$ cat src/rtl/htif_tohost_uart.sv
// htif_tohost_uart: polls the HTIF tohost CSR over the PCR request/response
// port. Each nonzero value is cleared and its low byte is sent as an 8N1 UART
// character.
// Build option: define TOHOST_HALT_EN to treat an odd tohost value as a
// program exit. The FSM then latches halted/exit_code and stops polling.

`ifndef CSR_ADDR_TO_HOST
`define CSR_ADDR_TO_HOST 12'h780
`endif

module htif_tohost_uart #(
    parameter int CLK_HZ   = 24000000,
    parameter int BAUD     = 115200,
    parameter int POLL_GAP = 64
) (
    input  logic        clk,
    input  logic        reset,
    output logic        htif_pcr_req_valid,
    input  logic        htif_pcr_req_ready,
    output logic        htif_pcr_req_rw,
    output logic [11:0] htif_pcr_req_addr,
    output logic [63:0] htif_pcr_req_data,
    input  logic        htif_pcr_resp_valid,
    output logic        htif_pcr_resp_ready,
    input  logic [63:0] htif_pcr_resp_data,
    output logic        uart_txd,
    output logic        busy,
    output logic        halted,
    output logic [14:0] exit_code
);

    localparam int DIV    = CLK_HZ / BAUD;
    localparam int BAUD_W = (DIV > 1) ? $clog2(DIV) : 1;
    localparam int GAP_W  = (POLL_GAP > 1) ? $clog2(POLL_GAP) : 1;

    localparam logic [BAUD_W-1:0] BAUD_LAST = BAUD_W'(DIV - 1);
    localparam logic [GAP_W-1:0]  GAP_LAST  = GAP_W'(POLL_GAP - 1);

    typedef enum logic [2:0] {
        S_GAP, S_RD_REQ, S_RD_RESP, S_WR_REQ, S_WR_RESP, S_TX, S_HALT
    } state_t;

    state_t            state_q, state_d;
    logic [GAP_W-1:0]  gap_cnt_q, gap_cnt_d;
    logic [BAUD_W-1:0] baud_cnt_q, baud_cnt_d;
    logic [3:0]        bit_cnt_q, bit_cnt_d;
    logic [63:0]       tohost_q, tohost_d;
    logic              txd_q, txd_d;

    logic gap_done;
    logic tx_done;
    logic halt_req;
    logic [2:0] data_idx;

    assign gap_done = (gap_cnt_q == GAP_LAST);
    // Bit 9 is the stop bit; the character is done on its last baud tick.
    assign tx_done  = (bit_cnt_q == 4'd9) && (baud_cnt_q == BAUD_LAST);
    assign data_idx = 3'(bit_cnt_q - 4'd1);

`ifdef TOHOST_HALT_EN
    assign halt_req  = tohost_q[0];
    assign halted    = (state_q == S_HALT);
    assign exit_code = halted ? tohost_q[15:1] : 15'd0;
`else
    assign halt_req  = 1'b0;
    assign halted    = 1'b0;
    assign exit_code = 15'd0;
`endif

    // Only tohost is ever accessed, and the only write is the clear.
    assign htif_pcr_req_addr = `CSR_ADDR_TO_HOST;
    assign htif_pcr_req_data = 64'h0;
    assign uart_txd          = txd_q;

    // State register; reset abandons any handshake or character and restarts the gap.
    always_ff @(posedge clk or posedge reset) begin
        if (reset) state_q <= S_GAP;
        else       state_q <= state_d;
    end

    // Next-state logic: poll, clear if nonzero, then print or halt.
    always_comb begin
        // NOTE: default first so every path assigns state_d and no latch is inferred.
        state_d = state_q;
        case (state_q)
            S_GAP:     if (gap_done) state_d = S_RD_REQ;
            S_RD_REQ:  if (htif_pcr_req_ready) state_d = S_RD_RESP;
            S_RD_RESP: if (htif_pcr_resp_valid)
                           state_d = (htif_pcr_resp_data == 64'h0) ? S_GAP : S_WR_REQ;
            S_WR_REQ:  if (htif_pcr_req_ready) state_d = S_WR_RESP;
            S_WR_RESP: if (htif_pcr_resp_valid) state_d = halt_req ? S_HALT : S_TX;
            S_TX:      if (tx_done) state_d = S_GAP;
            S_HALT:    state_d = S_HALT;
            default:   state_d = S_GAP;
        endcase
    end

    // Handshake outputs decoded from the current state only, so they hold steady until accepted.
    always_comb begin
        htif_pcr_req_valid  = 1'b0;
        htif_pcr_req_rw     = 1'b0;
        htif_pcr_resp_ready = 1'b0;
        busy                = 1'b1;
        case (state_q)
            S_GAP:     busy = 1'b0;
            S_RD_REQ:  htif_pcr_req_valid = 1'b1;
            S_RD_RESP: htif_pcr_resp_ready = 1'b1;
            S_WR_REQ: begin
                htif_pcr_req_valid = 1'b1;
                htif_pcr_req_rw    = 1'b1;
            end
            S_WR_RESP: htif_pcr_resp_ready = 1'b1;
            default:   ;
        endcase
    end

    // Datapath next state: gap timer, read capture, baud/bit counters and the serial bit.
    always_comb begin
        gap_cnt_d  = '0;
        baud_cnt_d = '0;
        bit_cnt_d  = 4'd0;
        tohost_d   = tohost_q;
        txd_d      = 1'b1;

        if (state_q == S_GAP && !gap_done)
            gap_cnt_d = gap_cnt_q + 1'b1;

        // A response outside RD_RESP never touches the capture register.
        if (state_q == S_RD_RESP && htif_pcr_resp_valid)
            tohost_d = htif_pcr_resp_data;

        // Counters sit at zero outside TX, so each TX entry starts a fresh frame.
        // txd is registered, so the start bit appears the cycle after entry.
        if (state_q == S_TX && !tx_done) begin
            if (baud_cnt_q == BAUD_LAST) begin
                baud_cnt_d = '0;
                bit_cnt_d  = bit_cnt_q + 4'd1;
            end else begin
                baud_cnt_d = baud_cnt_q + 1'b1;
                bit_cnt_d  = bit_cnt_q;
            end
            if (bit_cnt_q == 4'd0)      txd_d = 1'b0;
            else if (bit_cnt_q <= 4'd8) txd_d = tohost_q[data_idx];
            else                        txd_d = 1'b1;
        end
    end

    // Datapath registers; the line idles high and the capture clears on reset.
    always_ff @(posedge clk or posedge reset) begin
        if (reset) begin
            gap_cnt_q  <= '0;
            baud_cnt_q <= '0;
            bit_cnt_q  <= 4'd0;
            tohost_q   <= 64'h0;
            txd_q      <= 1'b1;
        end else begin
            // NOTE: non-blocking so all registers update from the same pre-edge values.
            gap_cnt_q  <= gap_cnt_d;
            baud_cnt_q <= baud_cnt_d;
            bit_cnt_q  <= bit_cnt_d;
            tohost_q   <= tohost_d;
            txd_q      <= txd_d;
        end
    end

endmodule

$ cat config.mk
export PLATFORM = sky130hd
export DESIGN_NAME = htif_tohost_uart
export DESIGN_NICKNAME = d
export VERILOG_FILES = /design/src/rtl/htif_tohost_uart.sv
export SDC_FILE = /design/constraint.sdc
export NUM_CORES = 1
export LEC_CHECK = 0
export ABC_AREA = 0
export CAP_MARGIN = 30
export CORE_UTILIZATION = 36
export CTS_CLUSTER_DIAMETER = 40
export DETAILED_ROUTE_END_ITERATION = 8
export PLACE_DENSITY = 0.88
export SLEW_MARGIN = 15
export SYNTH_ARGS = -nofsm -noshare
export SYNTH_HDL_FRONTEND = slang
export SYNTH_SLANG_ARGS = --single-unit
$ cat constraint.sdc
create_clock -name clk -period 2.2 [get_ports clk]
set_clock_uncertainty 0.1 [all_clocks]
set_input_delay 0.33 -clock clk [delete_from_list [all_inputs] [get_ports clk]]
set_output_delay 0.33 -clock clk [all_outputs]
set_load 0.005 [all_outputs]
==> flow_metrics.tcl <==
set metrics [dict create \
    status "completed" \
    clk_pin_slew_ps 70 \
    fin_ws_ps 143 \
    crit_type "reg -> out" \
    fin_nets 410 \
    gr-usage-all-layers 0.137 \
    postCtsSetupBuffers 0 \
    min_period_ps 2060 \
    cts_hold_buf 0 \
    synth-compound-area-share 0.0383 \
    crit_start "state_q[0]" \
    preCtsSetupSlack_ps -112 \
    peakVddDrop_mv 0.345 \
    r2r-start "bit_cnt_q[0]" \
    final-max-slew-violation-count 0 \
    fin_area_um2 2950 \
    clkSinkCount 30 \
    postSynthCellCount 257 \
    route.detailed.drc 0 \
    netlist-cell-type-count 41 \
    reg2reg_to "state_q[2]" \
    multi_input_area_um2 1230 \
    die_h_um 83.4 \
    clock_tree.buffer_depth 2 \
    synthXorXnorAreaFrac 0.0477 \
    first_iter_violations 88 \
    drive_above_1_share 0.0952 \
    grt_first_pass_wirelength_um 7620 \
    critPathArrivalTime_ps 1630 \
    die_w_um 83.4 \
    initial_utilization 0.374 \
    cts-htree-levels 2 \
    dieArea_um2 6960 \
    worstRegToRegCells 6 \
    ys_seq_elements 30 \
    cp-end-kind "output port" \
    synth.area.top_cells "dfrtp_1 (30%), buf_4 (29%), nor4_1 (4.2%), mux2_2 (3.8%), ha_1 (3.1%)" \
    yosys_warnings 0 \
    mostFrequentLayoutCells "conb_1 (92), clkdlybuf4s50_1 (72), dfrtp_1 (29)" \
    num_vias 1759 \
    mostFrequentLayoutCell "conb_1" \
    placedCellCount 406 \
    core.rowCount 29 \
    diodes 0 \
    core_um2 6390 \
    placed_cell_area_um2 2870 \
    seqCellArea_um2 752 \
    syn_area_um2 2390 \
    drt-total-wl_um 4720 \
    synth_mux_area_frac 0.0713 \
    cts_tree "yes" \
    synthAdderAreaFrac 0.0314 \
    gp_congestion 0.745 \
    yosys.area_share.simple 0.180 \
    fillers 583 \
    cts-root-buf "clkbuf_8" \
    crit_required_ps 1770 \
    endpoint "busy" \
    ios 165 \
    wl_per_cell_um 11.4 \
    drt_pass1_iterations 4 \
    fin_util 0.462 \
    antenna_found_initial 0 \
    finalHoldViolCount 0 \
    via_per_inst 4.26 \
    area_growth_pct 23.5 \
    rsz0062_at_grt "no" \
    clk-insertion-delay-late_ps 280 \
    reg2reg_slack_ps 290 \
    crit_fanout 6 \
    detailed_place_hpwl_um 3870 \
    portBuffers 72 \
    hp-class "in -> async" \
    ant_nets 0 \
    synth-async-reset-ratio 1.00 \
    power.leakage_uw 0.00134 \
    max_clock_freq_mhz 486 \
    yosys.area.top_type_share 0.304 \
    cts_resized 0 \
    layout.cells.non_filler 413 \
    numCtsBuffers 5 \
    synth_edf_count 0 \
    maxCapViolations 0 \
    avgSynthCellArea_um2 9.29 \
    setup_viol 0 \
    globalRouteOverflowTotal 0 \
    synth_area_leader_cell "dfrtp_1" \
    ys.flop_type "dfrtp_1" \
    ys_seq_area_frac 0.315 \
    grt_max_degree 31 \
    synth_top_family_by_area "buffers and inverters" \
    grt_pass1_vias 1711 \
    fin_crit_sh 0.935 \
    start_kind "flop" \
    p_per_area_nw_per_um2 702 \
]
-- Yosys cell counts (2+ instances only) --
cell type / count
nor3b_1: 3
mux4_2: 2
xor2_1: 8
nor3_1: 3
nand2b_1: 2
nor2_1: 19
o21ai_0: 2
dfrtp_1: 29
and3_1: 3
mux2i_1: 2
buf_2: 3
xnor2_1: 5
nand3_1: 8
nand4_1: 5
mux2_2: 8
o21ai_1: 2
conb_1: 2
nand2_1: 6
nor4_1: 16
buf_4: 92
or3_1: 2
a21oi_1: 4
inv_1: 8
ha_1: 6
-- critical path, cell delays in order (launching register included) --
cell and delay (ps):
dfrtp_1 450, or3_4 440, clkdlybuf4s50_1 460
-- worst min-delay path by stage --
| stage | start | end | slack, ps | depth (start not counted) |
|---|---|---|---|---|
| floorplan | reset | baud_cnt_q[0] | 320 | 1 |
| global placement | gap_cnt_q[0] | gap_cnt_q[0] | 340 | 1 |
| detailed placement | gap_cnt_q[0] | gap_cnt_q[0] | 350 | 1 |
| CTS | reset | baud_cnt_q[5] | 350 | 3 |
| global route | gap_cnt_q[0] | gap_cnt_q[0] | 380 | 1 |
| finish | reset | baud_cnt_q[5] | 330 | 3 |
-- metrics by stage --
step / setup TNS (ps) / hold WS, ps / power, uW
after global routing: 0 / 383 / 2190
after floorplan: 0 / 320 / 1450
after global placement: -214 / 345 / 1610
after CTS: 0 / 347 / 2070
after detailed placement: -179 / 354 / 1660
final: 0 / 325 / 2070
-- state kept, by name (all words and copies together) (netlist names) --
signal      cells
baud_cnt_q      8
tohost_q        8
gap_cnt_q       6
bit_cnt_q       4
state_q         3
uart_txd        1
-- metal layers --
metal | wire, um | GRT usage
met1 | 1630 | 0.134
met2 | 2710 | 0.274
met3 | 315 | 0.0398
met4 | 66 | 0.0416
met5 | 0 | 0
-- final cells by class --
class / count / area share
Multi-Input combinational cell: 213 / 0.416
Timing Repair Buffer: 78 / 0.260
Sequential cell: 30 / 0.255
Tap cell: 77 / 0.0327
Clock buffer: 5 / 0.0233
Inverter: 8 / 0.0102
Clock inverter: 2 / 0.00339
-- kinds of logic (layout without fill, tap and decap cells) --
logic type	count (synthesis)	after routing
DFF	30	30
AOI/OAI and AO/OA	13	13
xor gates and xnor gates	13	13
muxes	13	13
and+or+nand+nor	76	76
other	2	92
buffers and inverters	104	93
adders and majority gates	6	6
-- report_power, final --
| group | internal [uW] | switching, uW | total [uW] |
|---|---|---|---|
| clock | 212 | 206 | 418 |
| combinational | 485 | 359 | 844 |
| sequential | 692 | 118 | 810 |
Note: power is estimated with default switching activity, not from simulation.
